**src/rtl/osd_cmd_sequencer_if.sv**
```systemverilog
// Upstream command/data word stream into osd_cmd_sequencer.
//   s_valid : word valid (master -> slave)
//   s_ready : slave can accept a word (slave -> master)
//   s_data  : 16-bit word; first word of a packet carries the command in [7:0]
//   s_last  : final word of a packet
interface osd_cmd_sequencer_if;
    logic        s_valid;
    logic        s_ready;
    logic [15:0] s_data;
    logic        s_last;

    modport master (output s_valid, output s_data, output s_last, input s_ready);
    modport slave  (input s_valid, input s_data, input s_last, output s_ready);
endinterface

```
**src/rtl/osd_cmd_sequencer.sv**
```systemverilog
// OSD command sequencer: buffers a valid/ready word stream in a FIFO and
// replays each packet onto the OSD bus with io_osd framing, one io_strobe
// pulse per word and a guaranteed io_osd-low gap between packets.
//
// Ports:
//   clk_sys, reset_n : clock, asynchronous active-low reset
//   s_if (slave)     : s_valid/s_ready/s_data/s_last input stream
//   io_osd           : packet frame
//   io_strobe        : word strobe, OSD samples on its rising edge
//   io_din           : word presented to the OSD
//   busy             : FSM active or FIFO non-empty
//   pkt_done         : one-cycle pulse at packet completion
//   pkt_abort        : one-cycle pulse on starvation timeout
//
// Optional feature (macro OSD_CMD_TIMEOUT_EN): mid-packet starvation timeout
// that aborts the packet and drops its remaining words. Without the macro,
// pkt_abort is tied low and the sequencer waits indefinitely.
module osd_cmd_sequencer #(
    parameter int unsigned DEPTH       = 16,
    parameter int unsigned STROBE_CYC  = 2,
    parameter int unsigned GAP_CYC     = 4,
    parameter int unsigned TIMEOUT_CYC = 1024
) (
    input  logic                clk_sys,
    input  logic                reset_n,
    osd_cmd_sequencer_if.slave  s_if,
    output logic                io_osd,
    output logic                io_strobe,
    output logic [15:0]         io_din,
    output logic                busy,
    output logic                pkt_done,
    output logic                pkt_abort
);

    localparam int unsigned DW = 16;
    localparam int unsigned EW = DW + 1;
    localparam int unsigned AW = $clog2(DEPTH);
    localparam int unsigned PW = AW + 1;
    localparam int unsigned CW = 8;

    typedef enum logic [2:0] {
        ST_IDLE,
        ST_LOAD,
        ST_HIGH,
        ST_LOW,
        ST_GAP
    } state_t;

    state_t          state, state_n;
    logic [CW-1:0]   cnt, cnt_n;
    logic [EW-1:0]   mem [DEPTH];
    logic [PW-1:0]   wr_ptr, rd_ptr, wr_ptr_n, rd_ptr_n;
    logic            s_ready_q;
    logic            cur_last;
    logic            empty_c, full_n_c, push_c, pop_c, load_c, done_c;
    logic            expired_c, timeout_c, dropping_c;
    logic [EW-1:0]   head_c;

    assign s_if.s_ready = s_ready_q;

    // FIFO bookkeeping; extra pointer bit distinguishes full from empty
    assign push_c   = s_if.s_valid & s_ready_q;
    assign empty_c  = (wr_ptr == rd_ptr);
    assign head_c   = mem[rd_ptr[AW-1:0]];
    assign wr_ptr_n = wr_ptr + PW'(push_c);
    assign rd_ptr_n = rd_ptr + PW'(pop_c);
    assign full_n_c = (wr_ptr_n[AW] != rd_ptr_n[AW]) &&
                      (wr_ptr_n[AW-1:0] == rd_ptr_n[AW-1:0]);

    // FIFO storage, contents discarded on reset by clearing the pointers
    always_ff @(posedge clk_sys) begin
        if (push_c) begin
            mem[wr_ptr[AW-1:0]] <= {s_if.s_last, s_if.s_data};
        end
    end

    // Shared phase counter: strobe high/low minimum, or gap length
    assign expired_c = (cnt == CW'(STROBE_CYC - 1));

    // Next-state logic; pop happens on entry to LOAD so io_din leads the strobe
    always_comb begin
        state_n = state;
        cnt_n   = cnt;
        pop_c   = 1'b0;
        load_c  = 1'b0;
        done_c  = 1'b0;
        case (state)
            ST_IDLE: begin
                cnt_n = '0;
                if (!empty_c) begin
                    pop_c = 1'b1;
                    if (!dropping_c) begin
                        state_n = ST_LOAD;
                        load_c  = 1'b1;
                    end
                end
            end
            ST_LOAD: begin
                state_n = ST_HIGH;
                cnt_n   = '0;
            end
            ST_HIGH: begin
                if (expired_c) begin
                    state_n = ST_LOW;
                    cnt_n   = '0;
                end else begin
                    cnt_n = cnt + CW'(1);
                end
            end
            ST_LOW: begin
                if (!expired_c) begin
                    cnt_n = cnt + CW'(1);
                end else if (cur_last) begin
                    state_n = ST_GAP;
                    cnt_n   = '0;
                    done_c  = 1'b1;
                end else if (!empty_c) begin
                    state_n = ST_LOAD;
                    cnt_n   = '0;
                    pop_c   = 1'b1;
                    load_c  = 1'b1;
                end else if (timeout_c) begin
                    state_n = ST_GAP;
                    cnt_n   = '0;
                end
            end
            ST_GAP: begin
                if (cnt == CW'(GAP_CYC - 1)) begin
                    state_n = ST_IDLE;
                    cnt_n   = '0;
                end else begin
                    cnt_n = cnt + CW'(1);
                end
            end
            default: begin
                state_n = ST_IDLE;
                cnt_n   = '0;
            end
        endcase
    end

    // State, FIFO pointers and registered outputs (decoded from next state)
    always_ff @(posedge clk_sys or negedge reset_n) begin
        if (!reset_n) begin
            state     <= ST_IDLE;
            cnt       <= '0;
            wr_ptr    <= '0;
            rd_ptr    <= '0;
            s_ready_q <= 1'b0;
            cur_last  <= 1'b0;
            io_osd    <= 1'b0;
            io_strobe <= 1'b0;
            io_din    <= '0;
            busy      <= 1'b0;
            pkt_done  <= 1'b0;
        end else begin
            state     <= state_n;
            cnt       <= cnt_n;
            wr_ptr    <= wr_ptr_n;
            rd_ptr    <= rd_ptr_n;
            s_ready_q <= !full_n_c;
            io_osd    <= (state_n == ST_LOAD) || (state_n == ST_HIGH) ||
                         (state_n == ST_LOW);
            io_strobe <= (state_n == ST_HIGH);
            busy      <= (state_n != ST_IDLE) || (wr_ptr_n != rd_ptr_n);
            pkt_done  <= done_c;
            if (load_c) begin
                io_din   <= head_c[DW-1:0];
                cur_last <= head_c[DW];
            end
        end
    end

`ifdef OSD_CMD_TIMEOUT_EN
    localparam int unsigned TW = $clog2(TIMEOUT_CYC + 1);

    logic [TW-1:0] tcnt;
    logic          drop;
    logic          starve_c;

    // Starvation: minimum low time served, packet not finished, nothing queued
    assign starve_c   = (state == ST_LOW) && expired_c && !cur_last && empty_c;
    assign timeout_c  = starve_c && (tcnt == TW'(TIMEOUT_CYC - 1));
    assign dropping_c = drop;

    // Timeout counter and drop flag; drop clears once the aborted packet's last word is popped
    always_ff @(posedge clk_sys or negedge reset_n) begin
        if (!reset_n) begin
            tcnt      <= '0;
            drop      <= 1'b0;
            pkt_abort <= 1'b0;
        end else begin
            tcnt      <= (starve_c && !timeout_c) ? tcnt + TW'(1) : '0;
            pkt_abort <= timeout_c;
            if (timeout_c) begin
                drop <= 1'b1;
            end else if (drop && (state == ST_IDLE) && !empty_c && head_c[DW]) begin
                drop <= 1'b0;
            end
        end
    end
`else
    logic [31:0] unused_timeout_c;

    assign timeout_c        = 1'b0;
    assign dropping_c       = 1'b0;
    assign pkt_abort        = 1'b0;
    assign unused_timeout_c = 32'(TIMEOUT_CYC);
`endif

endmodule

```
**src/flat_wrapper.sv**
```systemverilog
// flat-port wrapper written by rule: the top's interface ports become plain ports
module osd_cmd_sequencer_flat 
#(
    parameter int unsigned DEPTH       = 16,
    parameter int unsigned STROBE_CYC  = 2,
    parameter int unsigned GAP_CYC     = 4,
    parameter int unsigned TIMEOUT_CYC = 1024
)
  (clk_sys, reset_n, io_osd, io_strobe, io_din, busy, pkt_done, pkt_abort, s_if_s_valid, s_if_s_data, s_if_s_last, s_if_s_ready);
  osd_cmd_sequencer_if s_if_i ();
  input  logic clk_sys;
  input  logic reset_n;
  output logic io_osd;
  output logic io_strobe;
  output logic [15:0] io_din;
  output logic busy;
  output logic pkt_done;
  output logic pkt_abort;
  input wire logic [$bits(s_if_i.s_valid)-1:0] s_if_s_valid;
  input wire logic [$bits(s_if_i.s_data)-1:0] s_if_s_data;
  input wire logic [$bits(s_if_i.s_last)-1:0] s_if_s_last;
  output wire logic [$bits(s_if_i.s_ready)-1:0] s_if_s_ready;
  assign s_if_i.s_valid = s_if_s_valid;
  assign s_if_i.s_data = s_if_s_data;
  assign s_if_i.s_last = s_if_s_last;
  assign s_if_s_ready = s_if_i.s_ready;
  osd_cmd_sequencer #(.DEPTH(DEPTH), .STROBE_CYC(STROBE_CYC), .GAP_CYC(GAP_CYC), .TIMEOUT_CYC(TIMEOUT_CYC)) u_core (.clk_sys(clk_sys), .reset_n(reset_n), .s_if(s_if_i), .io_osd(io_osd), .io_strobe(io_strobe), .io_din(io_din), .busy(busy), .pkt_done(pkt_done), .pkt_abort(pkt_abort));
endmodule
```
**config.mk**
```make
export PLATFORM = sky130hd
export DESIGN_NAME = osd_cmd_sequencer_flat
export DESIGN_NICKNAME = d
export VERILOG_FILES = /design/src/rtl/osd_cmd_sequencer_if.sv /design/src/rtl/osd_cmd_sequencer.sv /design/src/flat_wrapper.sv
export SDC_FILE = /design/constraint.sdc
export NUM_CORES = 1
export LEC_CHECK = 0
export ABC_AREA = 1
export BUFFER_PORTS_ARGS = -buffer_cell sky130_fd_sc_hd__buf_4
export CAP_MARGIN = 20
export CORE_ASPECT_RATIO = 2
export CORE_MARGIN = 2
export CORE_UTILIZATION = 40
export DETAILED_ROUTE_END_ITERATION = 7
export SLEW_MARGIN = 20
export SYNTH_ARGS = -nofsm -noshare
export SYNTH_HDL_FRONTEND = slang
export SYNTH_SLANG_ARGS = --single-unit
```
**constraint.sdc**
```tcl
create_clock -name clk_sys -period 3.35 [get_ports clk_sys]
set_input_delay 0.67 -clock clk_sys [delete_from_list [all_inputs] [get_ports clk_sys]]
set_output_delay 0.67 -clock clk_sys [all_outputs]
set_load 0.01 [all_outputs]
```
==> impl.org, run 1 <==
** Synthesis
- Synthesized instance count :: 1142
- Synthesis produced a netlist with a net count of 1168.
- Fraction of the yosys area taken by sequential cells :: 70.6%
- Xor and xnor fraction of the mapped netlist area :: 0.936%
- Summing the areas of all compound-gate instances in the mapped netlist gives 5.37% of the synthesized area.
- Multiplexer share of the synthesized area :: 0%
- Dividing the synthesized area by the synthesized cell count gives 11.5 µm².
- Number of synthesized register bits :: 315
- edfxtp_1 takes more of the synthesized area than any other cell.
- Yosys mapped a number of flops with a built-in enable equal to 272.
- Yosys attributes the largest share of cell area to edfxtp_1 (62%), dfrtp_1 (8.2%), nand2_1 (8.1%).
- In this run the biggest area consumer among cell types represents 62.4% of the synthesized area.
- The mapped netlist covers 13100 µm².
- Synth cell types :: 28
- Post-synthesis simple-gate area fraction :: 18.0%
- Count of yosys warnings during synthesis :: 0
- Main flop type after synthesis :: edfxtp_1
- After synthesis, the largest family of logic cells by area is simple AND/OR/NAND/NOR gates.
- For this run, asynchronously set or reset flops after synthesis account for 13.7%.
- Of the total synthesized cell area, the portion taken by full adders, half adders and majority gates is 0.573%.

** STA
- After layout, the minimum clock period comes to 2610 ps.
- The worst pin sits at a relative slew slack of 35.7%.
- Final-report hold violation count :: 0
- Clock skew :: 11.7 ps
- Final worst-path cycle share :: 78.0%
- The tightest hold path in the finished design has a slack of 103 ps.
- Setup tns final :: 0 ps
- Setup repair after global routing left no endpoint under its margin.
- Setup violations remaining at the end of the flow were counted as 0.
- Slack of the critical path :: 739 ps
- Timing would allow up to 383 MHz.
- Slew at the pin with the worst max-slew slack :: 965 ps
- Final slew viol count :: 0

** Placed design
- Routability-driven placement finished with a final weighted congestion of 0.839.
- Placed cell count :: 1584
- Detailed placement ended at an HPWL of 20.7 mm.
- I/O Buffers :: 40
- Timing analysis after detailed placement gives a worst setup slack of 725 ps.
- In this run the cell area measured after placement is 13900 µm².

** GRT
- Met3 global-route usage :: 1.95%
- GRT Residual Overflow :: 0
- The first global-routing pass estimated 48.3 mm of wire.
- Maximum number of pins on one net before global-route repair :: 93
- Global routing used 20.4% of the available met1 tracks.
- Global routing consumed, over all layers together, 18.4% of the routing resources.
- The via count of the first global-routing pass was 8662.
- Antenna violations before repair :: 0
- The layer flagged by global routing as most heavily used is met2.
- Global routing consumed, on the met2 layer, 35.6% of the routing resources.

** Final layout
- Utilization after layout :: 46.2%
- Registers take 9250 µm².
- After the last flow step, the layout net total stands at 1213.
- The multi-input combinational cells in the finished layout cover a total of 3300 µm².
- Proportion of layout cells with a drive suffix above 1 :: 12.8%
- The layout has 2883 filler cells.
- Design Area, Final :: 14900 µm²
- 0 antenna diodes ended up in the layout.
- Final Instance Count excl. Fillers :: 1633
- From synthesis to final layout, the design area changed by 13.6%.

** Floorplan
- Die boundary width :: 132 µm
- Starting density of the core :: 40.6%
- 42 I/O pins were placed.
- Full die area :: 34300 µm²
- In this run the standard cell core region covers 32200 µm².
- In this run the core area contains 93 standard-cell rows.
- Die boundary height :: 260 µm

** Route
- Detailed Route WL :: 31.6 mm
- The detailed router placed 8368 vias in this run.
- After detailed routing, the number of remaining DRC violations is 0.
- Detailed Routing Iterations Pass 1 :: 5
- Initial detailed-routing violation count :: 608
- Ratio of routed vias to standard cells :: 5.12
- In this run the remaining antenna-violating nets after routing total 0.
- After detailed routing, the average wire length per cell comes to 19.3 µm.

** Worst setup path
- Maximum fanout encountered on the critical timing path :: 19
- The slowest stage of the critical path is the dfrtp_1 cell.
- STA classifies the critical path endpoint as a register.
- On the worst path, the slowest cell contributes a delay of 510 ps.
- At the worst endpoint, the required time is 3770 ps.
- Ordered list of cells on the worst path :: inv_1, nand2_1, nand2_1, nor2_4, nand3_4, nand2_4, nand2_4, ha_1, ha_1, xnor2_1, nand2_1, nor2_1, nand2_1, nor2_1, nand3_1
- Kind of critical path :: reg2reg
- CP Launch Type :: register
- Counting stages on the worst path, the most repeated cell is nand2_1.
- Data on the critical path arrives at its endpoint at 3030 ps.

** CTS
- Postcts setup bufs :: 0
- CTS root buf :: clkbuf_16
- The clock net in this run drives a total of 315 sinks.
- Clock tree from TritonCTS :: done
- Total CTS buffers :: 28
- In this run the number of H-tree levels came out at 1.
- Count of instances resized after the clock tree is built :: 0
- Clock latency of the later-clocked register in the worst-skew pair :: 550 ps
- Maximum clock insertion buffer count :: 3
- Reg clk slew, reported paths :: 60 ps
- The number of hold buffers added after CTS was 0.

** Flow run
- Max-cap violations in this run came to 0.

** Power and ir drop
- For this design the total switching power over the nets is 4.97 mW.
- Power spread over the standard cell area amounts to 885 nW/µm².
- Static Leak :: 5.74 nW
- Internal portion of total power :: 8.21 mW
- Sequential Power Share :: 38.6%
- In this run, the combinational gates consume 36.0% of the power.
- Highest ir drop seen on vdd :: 0.584 mV
- Power comes to 13.2 mW.
- Sw Ratio :: 37.7%
- The clock network is responsible for 25.5% of the overall power.

** Outcome
- The flow ran to the end, and the final reports show no timing, DRC or antenna violations.

** Worst hold path
- The worst hold path belongs to the class in2async.
registers in the layout (all words and copies together), names as in the netlist:
name / count
u_core.busy: 1
u_core.io_osd: 1
u_core.wr_ptr: 5
u_core.io_strobe: 1
u_core.io_din: 16
u_core.s_if.s_ready: 1
u_core.rd_ptr: 5
u_core.mem: 272
u_core.cur_last: 1
u_core.cnt: 8
u_core.state: 3
u_core.pkt_done: 1
cells in the mapped netlist (all sizes together), types with 2 or more instances:
| library cell | instances |
|---|---|
| nand4 | 6 |
| nor2 | 110 |
| dfrtp | 43 |
| ha | 6 |
| nand3 | 131 |
| nand2 | 293 |
| inv | 79 |
| nor3 | 2 |
| buf | 43 |
| a21oi | 49 |
| edfxtp | 272 |
| o21ai | 60 |
| xnor2 | 5 |
| clkbuf | 12 |
| xor2 | 9 |
| o211ai | 20 |
power by group through the flow:
stage | Sequential [mW] | Clock, mW | Combinational [mW]
2_1_floorplan | 5.14 | 0 | 3.16
3_3_place_gp | 5.15 | 0 | 4.76
3_5_place_dp | 5.17 | 0 | 4.79
4_1_cts | 5.09 | 3.43 | 4.81
5_1_grt | 5.14 | 3.54 | 5.25
6_report | 5.08 | 3.35 | 4.74
path summary, 6_finish.rpt:
path / startpoint / endpoint / slack, ps / cells after the start
worst max-delay path: u_core.wr_ptr[2] / u_core.busy / 740 / 15
worst min-delay path: reset_n / u_core.io_osd / 100 / 1
worst max register to register: u_core.wr_ptr[2] / u_core.busy / 740 / 15
worst min register to register: u_core.io_din[4] / u_core.io_din[4] / 510 / 2
max in group asynchronous: reset_n / u_core.rd_ptr[0] / 2810 / 1
min in group clk_sys: s_if_s_data[1] / u_core.mem[2][1] / 450 / 1
cells in the final DEF, fill, tap and decap left out:
master,synthesis,routed
ha_1,6,6
buf_4,10,68
nand2_2,1,1
clkbuf_1,12,4
o21bai_1,1,1
conb_1,1,1
a21oi_1,49,49
nand4_1,6,6
xor2_1,9,9
dfrtp_1,43,42
nand3_1,129,129
nor3_1,2,2
nor2_4,3,3
nor2_2,3,19
inv_2,5,5
nand3_4,2,2
nor2_1,104,88
edfxtp_1,272,272
clkbuf_16,0,29
nand2_1,281,281
nand2_4,11,11
clkinvlp_4,0,1
xnor2_1,5,5
dfrtp_4,0,1
clkinv_4,0,2
clkinv_2,0,4
o211ai_1,20,20
bufinv_16,0,5
buf_12,1,2
o21ai_0,60,60
inv_4,1,1
clkinv_1,0,4
inv_1,73,73
kinds of logic after synthesis:
| logic type | count (synthesis) |
|---|---|
| fa+ha+maj | 6 |
| compound gates | 130 |
| flops | 315 |
| simple gates | 542 |
| other cells | 1 |
| xor+xnor | 14 |
| buf+inv | 134 |
routing by layer:
layer,wire [µm],vias up
li1,-,3989
met1,11900,4089
met2,17400,234
met3,1270,56
met4,971,0
met5,0,-
final cells by class:
type	count	area share, %
Clock inverter	16	1.41
Sequential cell	315	62.1
Inverter	79	2.01
Timing Repair Buffer	70	3.70
Tap cell	427	3.59
Multi-Input combinational cell	693	22.2
Clock buffer	33	4.98
worst max-delay path: cells and delay by family, from the launching register on:
kind / cells / cell delay (ps)
flip-flops: 1 / 510
XOR/XNOR: 1 / 140
buffers and inverters: 1 / 130
AND/OR/NAND/NOR: 11 / 1130
adder cells (fa/ha/maj): 2 / 560
Note: power is estimated with default switching activity, not from simulation.
==> run 2: changes to the inputs <==
--- a/config.mk
+++ b/config.mk
@@ -5,7 +5,7 @@
 export SDC_FILE = /design/constraint.sdc
 export NUM_CORES = 1
 export LEC_CHECK = 0
-export ABC_AREA = 1
+export ABC_AREA = 0
 export BUFFER_PORTS_ARGS = -buffer_cell sky130_fd_sc_hd__buf_4
 export CAP_MARGIN = 20
 export CORE_ASPECT_RATIO = 2
==> constraint.sdc (replaced) <==
create_clock -name clk_sys -period 2.2 [get_ports clk_sys]
set_input_delay 0.44 -clock clk_sys [delete_from_list [all_inputs] [get_ports clk_sys]]
set_output_delay 0.44 -clock clk_sys [all_outputs]
set_load 0.01 [all_outputs]
==> run 2 against run 1 <==
  * Wire length shrank 13%
  * Register-to-register slack lost 1300 ps
  * Hold slack gained 91 ps
  * Synthesized cell count shrank 47%
  * Final cell count shrank 33%
  * Sequential cell count is the same
  * Clock power grew 33%
  * Die area shrank 5.8%
  * Design area shrank 2.8%
  * Core utilization grew 1.6 points
  * Sequential share of layout area grew 1.8 points
  * The flow now finishes with violations (negative setup slack)
  * Largest cell class unchanged
==> impl.org, run 2 <==
** STA
- The share of the clock period used by the worst path is 127% (+49 points).
- The shortest period the worst path allows is 2790 ps (+175 ps).
- The number of max-slew violations in the final report is 0 (unchanged).
- The final setup violation count was 2 (+2).
- Setup repair after global routing could not meet its margin everywhere.
- The worst hold margin was 194 ps (+91.3 ps).
- The normalized max-slew margin came to 45.0% (+9.3 points).
- The worst setup margin was -586 ps (-1320 ps).
- The fmax was 359 MHz (-6.3%).
- The sum of negative setup slack is -817 ps (-817 ps).
- The slew at the pin closest to its max-slew limit is 824 ps (-141 ps).
- The largest clock skew in the final design is 11.5 ps (-0.208 ps).
- The final count of hold timing violations is 0 (unchanged).

** Power and ir drop
- The internal power component came to 13.0 mW (+58%).
- Sw Pwr :: 5.69 mW (+14%)
- Sw Ratio :: 30.5% (-7.3 points)
- The worst IR drop on VDD is 0.618 mV (+6.0%).
- The clock network power share came to 23.9% (-1.6 points).
- Sequential Power Share :: 41.2% (+2.6 points)
- The cell area power density is 1290 nW/µm² (+46%).
- The part of the total power dissipated in combinational logic is 34.9% (-1.1 points).
- Static Leak :: 4.92 nW (-14%)

** Synthesis
- The combined area of all synthesized cells was 12300 µm² (-6.0%).
- Share of flip-flops with an asynchronous set or reset after synthesis :: 13.7% (unchanged)
- edfxtp_1 is the most common cell in the netlist.
- In the synthesized netlist the dominant register cell turns out to be edfxtp_1.
- Count of yosys warnings during synthesis :: 0 (unchanged)
- Number of synthesized register bits :: 315 (unchanged)
- The sequential element share of the synthesized area is 75.1% (+4.5 points).
- The commonest cells after synthesis are edfxtp_1 (272), mux4_2 (68), dfrtp_1 (43).
- Summed over all instances, the cell type with the most area after synthesis is edfxtp_1.
- Synthesized instance count :: 602 (-47%)
- Synth cell types :: 48 (+71%)
- The area share of the largest cell type after synthesis came to 66.3% (+4.0 points).
- By area the synthesized netlist is led by edfxtp_1 (66%), mux4_2 (12%), dfrtp_1 (8.7%).
- Average footprint of a synthesized cell :: 20.5 µm² (+78%)
- Number of enable flip-flop cells after synthesis :: 272 (unchanged)
- Net count after synthesis :: 628 (-46%)

** Placed design
- Placed cell count :: 1040 (-34%)
- The number of input and output port buffers inserted came to 40 (unchanged).
- Gpl congestion :: 0.800 (-4.6%)
- Post-Place Setup Slack :: -578 ps (-1300 ps)
- The cell area after placement is 13500 µm² (-3.0%).
- Dpl hpwl :: 16.2 mm (-22%)

** Worst setup path
- Worst path depth :: 11 (-4)
- CP Launch Type :: register
- The critical-path maximum fanout was 2 (-17).
- CP Buf/Inv Count :: 1 (unchanged)
- Biggest cell delay along the critical path :: 510 ps (about the same)
- The critical path ends at u_core.busy.
- In this run the critical register-to-register path is captured at u_core.busy.
- The worst setup path is of the reg2reg kind.
- Dominant delay contributor by cell family on the critical path :: simple AND/OR/NAND/NOR gates
- Traced cell by cell, the critical path runs through nor4_4, nand4_1, o22ai_2, nor3b_4, ha_4, ha_4, buf_4, nand2_2, xor2_2, xnor2_1, or4b_1.
- Register-to-register path setup slack :: -590 ps (-1320 ps)
- The worst endpoint required time was 2610 ps (-1160 ps).
- Data arrival time of the worst path :: 3190 ps (+160 ps)
- Count of cells along the worst register-to-register path :: 11 (-4)
- The startpoint identified for the worst register-to-register timing path is u_core.cnt[3].
- Critical Path End Type :: register
- Critical Path Source :: u_core.cnt[3]
- CP max stage cell :: or4b_1
- The most numerous cell type found on the critical path is ha_4.

** Route
- The detailed-route via count is 5996 (-28%).
- Ratio of routed vias to standard cells :: 5.49 (+7.1%)
- The post-route met1 wirelength is 10.0 mm (-16%).
- Initial detailed-routing violation count :: 478 (-21%)
- Signal routing reaches up to met4.
- The sum of met2 wire segment lengths after detailed routing came to 15.7 mm (-9.6%).
- The routed length per instance was 25.2 µm (+30%).
- Detailed Routing Iterations Pass 1 :: 4 (-1)
- Detailed Route WL :: 27.5 mm (-13%)
- Number of design rule violations left after detail routing :: 0 (unchanged)
- Routed Antenna Nets :: 0 (unchanged)
- Met3 layer wire length in the routed design :: 1.05 mm (-17%)

** CTS
- Clock Sink Count :: 315 (unchanged)
- Clock latency of the later-clocked register in the worst-skew pair :: 540 ps (about the same)
- Total CTS buffers :: 26 (-7.1%)
- CTS root buf :: clkbuf_16
- Reg clk slew, reported paths :: 70 ps (about the same)
- H-tree depth reported by CTS :: 1 (unchanged)
- Maximum clock insertion buffer count :: 3 (unchanged)
- Clock tree from TritonCTS :: done

** Final layout
- Post-synthesis to final-layout area growth :: 17.5%
- Area occupied by multi-input gates :: 2930 µm² (-11%)
- The top cell types in the final layout, fill and taps aside, are edfxtp_1 (272), buf_4 (97), mux4_2 (68), dfrtp_1 (40), a22oi_1 (34).
- The fraction of final layout cells with drive strength greater than 1 was 36.2% (+23 points).
- Final Instance Count excl. Fillers :: 1093 (-33%)
- The combined flip-flop and latch cell area is 9250 µm² (about the same).
- Leaving out fill and tap cells, the most frequent cell in the layout is edfxtp_1.
- The count of filler cells inserted in the layout came to 2459 (-15%).
- Design Area, Final :: 14500 µm² (-2.8%)
- Layout net count :: 731 (-40%)
- The flip-flop count of the largest register after layout is 272 (unchanged).

** GRT
- Maximum number of pins on one net before global-route repair :: 49 (-47%)
- Vias in the first global route :: 6563 (-24%)
- The number of antenna violations at the first check in global routing was 1 (+1).
- The combined global-route utilization of all metal layers came to 17.2% (-1.2 points).
- The final global-route overflow total came to 0 (unchanged).
- The first-pass GRT wire length is 40.6 mm (-16%).

** Floorplan
- Die boundary width :: 128 µm (-2.9%)
- The placeable core region was 30300 µm² (-6.0%).
- Top-level I/O count :: 42 (unchanged)
- The initial standard-cell utilization of the core is 40.7% (about the same).
- The die height was 252 µm (-3.0%).
- The floorplan die area is 32300 µm² (-5.8%).
- Count of standard-cell rows :: 90 (-3.2%)

** Outcome
- Run status :: finished, violations left
- The final reports fail on negative setup slack.

** Flow run
- Max-cap violations :: 0 (unchanged)

** Worst hold path
- Min-Delay Path Class :: in2reg
run 2: cell count changes after synthesis, sizes merged, moves of 22 or more:
cell / delta
inv: -75
mux4: +68
a22oi: +34
nand2: -269
o21ai: -60
buf: -22
a21oi: -48
nand3: -121
nor2: -84
run 2: cell families after synthesis:
kind of cell / synth area share, %
buf+inv: 2.06
mux: 14.2
simple gates: 3.61
flops: 75.1
compound gates: 2.92
other cells: 0.0305
fa+ha+maj: 0.610
xor+xnor: 1.48
run 2: cell type report:
cell class                      instances  area share, %
Sequential cell                       315           63.9
Multi-Input combinational cell        248           20.2
Timing Repair Buffer                  110           6.89
Clock buffer                           35           5.02
Tap cell                              368           3.18
Clock inverter                         12          0.631
Inverter                                4          0.104
Antenna cell                            1         0.0173
run 2: worst min path at each step:
stage | from | end | slack [ps] | cells after the start
after global routing | s_if_s_data[2] | u_core.mem[15][2] | 190 | 1
after detailed placement | reset_n | u_core.io_din[4] | 490 | 1
after floorplan | reset_n | u_core.busy | 140 | 0
after global placement | reset_n | u_core.io_din[4] | 480 | 1
after CTS | s_if_s_data[2] | u_core.mem[2][2] | 170 | 1
final | s_if_s_data[2] | u_core.mem[2][2] | 190 | 1
run 2: power groups by stage:
stage / combinational [mW] / clock, mW / sequential [mW]
2_1_floorplan: 4.18 / 0 / 7.83
3_3_place_gp: 6.16 / 0 / 7.77
3_5_place_dp: 6.28 / 0 / 7.82
4_1_cts: 6.53 / 4.57 / 7.71
5_1_grt: 7.04 / 4.77 / 7.77
6_report: 6.53 / 4.46 / 7.70
run 2: routing by layer:
| metal | global-route usage (%) | vias to the layer above |
|---|---|---|
| met4 | 6.06 | 0 |
| met3 | 2.12 | 36 |
| met2 | 31.9 | 139 |
| li1 | - | 2633 |
| met5 | 0 | - |
| met1 | 20.4 | 3188 |
run 2: repair_timing:
item,CTS,global route
buffers inserted,1,0
gates cloned,2,1
resized for setup,5,3
hold buffers,1,0
pin swaps,1,1
hold endpoints to repair,43,0
endpoints found under the setup margin,20,20
run 2: stage by stage:
step / utilization [%] / power [mW]
detailed placement: 44.6 / 14.1
global placement: 44.6 / 13.9
floorplan: - / 12.0
finish: 47.8 / 18.7
CTS: 47.6 / 18.8
global route: 47.8 / 19.6
==> run 3: changes to the inputs <==
--- a/config.mk
+++ b/config.mk
@@ -5,7 +5,7 @@
 export SDC_FILE = /design/constraint.sdc
 export NUM_CORES = 1
 export LEC_CHECK = 0
-export ABC_AREA = 0
+export ABC_AREA = 1
 export BUFFER_PORTS_ARGS = -buffer_cell sky130_fd_sc_hd__buf_4
 export CAP_MARGIN = 20
 export CORE_ASPECT_RATIO = 2
==> run 3 against run 2 <==
  * The flow now finishes without violations
  * Sequential share of layout area is 3.2 points lower
  * Core utilization is 0.50 points lower
  * First-iteration DRC count is 26% higher
  * Clock power is 2% higher
  * Hold slack better by 13 ps
  * Global-route usage is 1.1 points higher
  * Critical path depth is 8 higher
  * Combinational power is 20% higher
  * Non-clock buffer count is 2 higher
  * Power is 7.1% higher
  * Critical path type unchanged
==> impl.org, run 3 (synthesis results as in run 1) <==
** Final layout
- Max reg flops :: 272 (unchanged)
- Proportion of layout cells with a drive suffix above 1 :: 16.1% (-20 points)
- The number of nets at the end of the flow is 1253 (+71%).
- Post-synthesis to final-layout area growth :: 16.3%
- Area taken by flip-flops and latches :: 9250 µm² (about the same)
- Most used cells in the layout excluding fill and tap cells :: nand2_1 (279), edfxtp_1 (272), nand3_1 (129), buf_4 (100), nor2_1 (85)
- Fill cell total of the finished layout :: 2880 (+17%)
- Final Instance Count excl. Fillers :: 1672 (+53%)
- The number of antenna repair diodes came to 0 (-1).
- Area occupied by multi-input gates :: 3370 µm² (+15%)
- Design Area, Final :: 15200 µm² (+5.3%)
- Leaving out fill and tap cells, the most frequent cell in the layout is nand2_1.

** Worst setup path
- CP max stage cell :: dfrtp_1
- The cell that appears most often on the critical path is nand2_1.
- Critical Path End Type :: register
- The arrival time reported for the critical path endpoint is 2580 ps (-610 ps).
- The worst setup path is of the reg2reg kind.
- The worst endpoint required time was 2620 ps (about the same).
- Maximum fanout encountered on the critical timing path :: 4 (+2)
- Ordered list of cells on the worst path :: inv_2, ha_4, nand2_2, nor2_4, inv_2, nor2_4, nand3_4, nand2_4, ha_4, ha_4, nand3_1, nand2_1, nand2_2, inv_1, nand2_1, nand2_1, nand2_1, nor2_1, nand3_1
- In this run the worst setup path begins at u_core.cnt[1].
- The largest stage delay on the critical path came to 390 ps (-120 ps).
- The number of cells on the worst reg-to-reg path came to 19 (+8).
- Register-to-register path setup slack :: 40 ps (+620 ps)
- STA classifies the critical path startpoint as a register.
- Worst reg2reg path startpoint :: u_core.cnt[1]
- Reg2Reg Capture Point :: u_core.busy

** Power and ir drop
- Static Leak :: 5.92 nW (+20%)
- The total chip power was 20.0 mW (+7.1%).
- The worst IR drop on VDD was 0.808 mV (+31%).
- Pwr Density :: 1310 nW/µm² (+1.8%)

** Placed design
- Gpl congestion :: 0.800 (about the same)
- Area after detailed placement :: 14300 µm² (+5.8%)
- I/O Buffers :: 40 (unchanged)
- The detailed placer's ending HPWL was 19.7 mm (+21%).
- Placed cell count :: 1616 (+55%)

** Route
- The routed wire length was 31.5 mm (+15%).
- Met2 WL :: 17.2 mm (+8.9%)
- The post-route met1 wirelength was 11.9 mm (+19%).
- The detailed router used layers up to and including met4.
- The total iterations of the first detailed-routing run came to 5 (+1).
- The post-route antenna net violation count was 0 (unchanged).
- Ratio of routed vias to standard cells :: 5.05 (-8.0%)
- Initial detailed-routing violation count :: 602 (+26%)
- Via count :: 8436 (+41%)
- Routed len/inst :: 18.8 µm (-25%)
- Met3 layer wire length in the routed design :: 1.23 mm (+17%)
- Number of design rule violations left after detail routing :: 0 (unchanged)

** GRT
- The first-pass GRT wire length came to 47.7 mm (+17%).
- The final global-route overflow total was 0 (unchanged).
- The number of antenna violations at the first check in global routing is 0 (-1).
- Vias in the first global route :: 8222 (+25%)
- The pin count of the biggest net entering global routing came to 107 (+120%).
- Gr usage total :: 18.4% (+1.1 points)

** Floorplan
- Starting density of the core :: 40.6% (about the same)
- The floorplan die area came to 34300 µm² (+6.2%).
- Die boundary width :: 132 µm (+3.0%)
- Count of standard-cell rows :: 93 (+3.3%)
- The placeable core region came to 32200 µm² (+6.4%).
- Die boundary height :: 260 µm (+3.1%)
- Top-level I/O count :: 42 (unchanged)

** CTS
- In this run the clock root is driven by a clkbuf_16.
- TritonCTS built the clock tree.
- Clock latency of the later-clocked register in the worst-skew pair :: 540 ps (about the same)
- Maximum clock insertion buffer count :: 3 (unchanged)
- The number of H-tree levels came to 1 (unchanged).
- Clock Sink Count :: 315 (unchanged)
- Total CTS buffers :: 26 (unchanged)
- The clock input transition at the sequential cells of the worst setup and hold paths came to 70 ps (about the same).

** STA
- The worst hold margin is 207 ps (+13.0 ps).
- Clock skew :: 8.31 ps (-3.16 ps)
- Final worst-path cycle share :: 98.2% (-28 points)
- Maximum frequency from static timing analysis :: 463 MHz (+29%)
- Max_slew headroom :: 56.8% (+12 points)
- The shortest period the worst path allows came to 2160 ps (-625 ps).
- The number of max-slew violations in the final report was 0 (unchanged).
- The final setup violation count came to 0 (-2).
- The sum of negative setup slack was 0 ps (+817 ps).
- Final-report hold violation count :: 0 (unchanged)
- Unrepaired setup endpoints after global routing :: true
- Slew at the pin with the worst max-slew slack :: 648 ps (-176 ps)

** Worst hold path
- In this run the worst hold path is classified as in2reg.
- Count of cells along the worst hold path :: 1 (unchanged)
- Start point of the worst min-delay path :: s_if_s_data[4]
- Hold EP :: u_core.mem[8][4]

** Flow run
- Max-cap violations :: 0 (unchanged)

** Outcome
- Run status :: complete, no violations
==> run 3: changes by cell type in the layout (fill, tap and decap cells not counted), moves of 34 or more <==
cell,before,now
nand2_1,22,279
nand3_1,10,129
nor2_1,12,85
a22oi_1,34,0
a21oi_1,1,49
mux4_2,68,0
o21ai_0,0,60
inv_1,4,72
==> run 3: stage by stage <==
stage          util [%]  setup WS [ps]
2_1_floorplan         -           -170
6_report           47.3           38.9
3_3_place_gp       44.4           23.9
4_1_cts            47.1          -8.79
5_1_grt            47.3           -151
3_5_place_dp       44.4          -29.5
==> run 3: report_power, final <==
group,total (mW),leakage [nW],internal (mW),switching [mW]
sequential,7.67,2.98,7.36,0.313
clock,4.53,0.394,2.47,2.06
combinational,7.82,2.54,2.66,5.16
total,20.0,5.92,12.5,7.53
==> run 3: worst max-delay path: cells and delay by family (launching register included) <==
kind                     cells  cell delay, ps
AND/OR/NAND/NOR             13            1070
adder cells (fa/ha/maj)      3             420
flip-flops                   1             390
buffers and inverters        3             190
==> run 3: timing repair <==
item                                    in CTS  in global routing
hold endpoints to repair                    43                  0
endpoints found under the setup margin       1                 10
gates resized for setup                      6                  6
setup buffers                                6                  3
hold buffers                                 1                  0
pin swaps                                   10                  7
==> run 3: final cells by class <==
type	instances	area share, %
inverter	79	1.96
clock inverter	16	0.846
timing repair buffer	112	6.38
clock buffer	30	4.51
sequential	315	60.7
tap	427	3.51
multi-input combinational	693	22.1
==> run 3: metal layers <==
layer  vias to the layer above  GRT usage [%]
met3                        60           2.18
met4                         0           7.70
li1                       4078              -
met5                         -              0
met2                       174           34.7
met1                      4124           20.7
==> run 3: worst max-delay path by stage <==
stage / to
6_report: u_core.busy
5_1_grt: u_core.busy
4_1_cts: u_core.busy
3_5_place_dp: u_core.busy
3_3_place_gp: u_core.busy
2_1_floorplan: u_core.busy
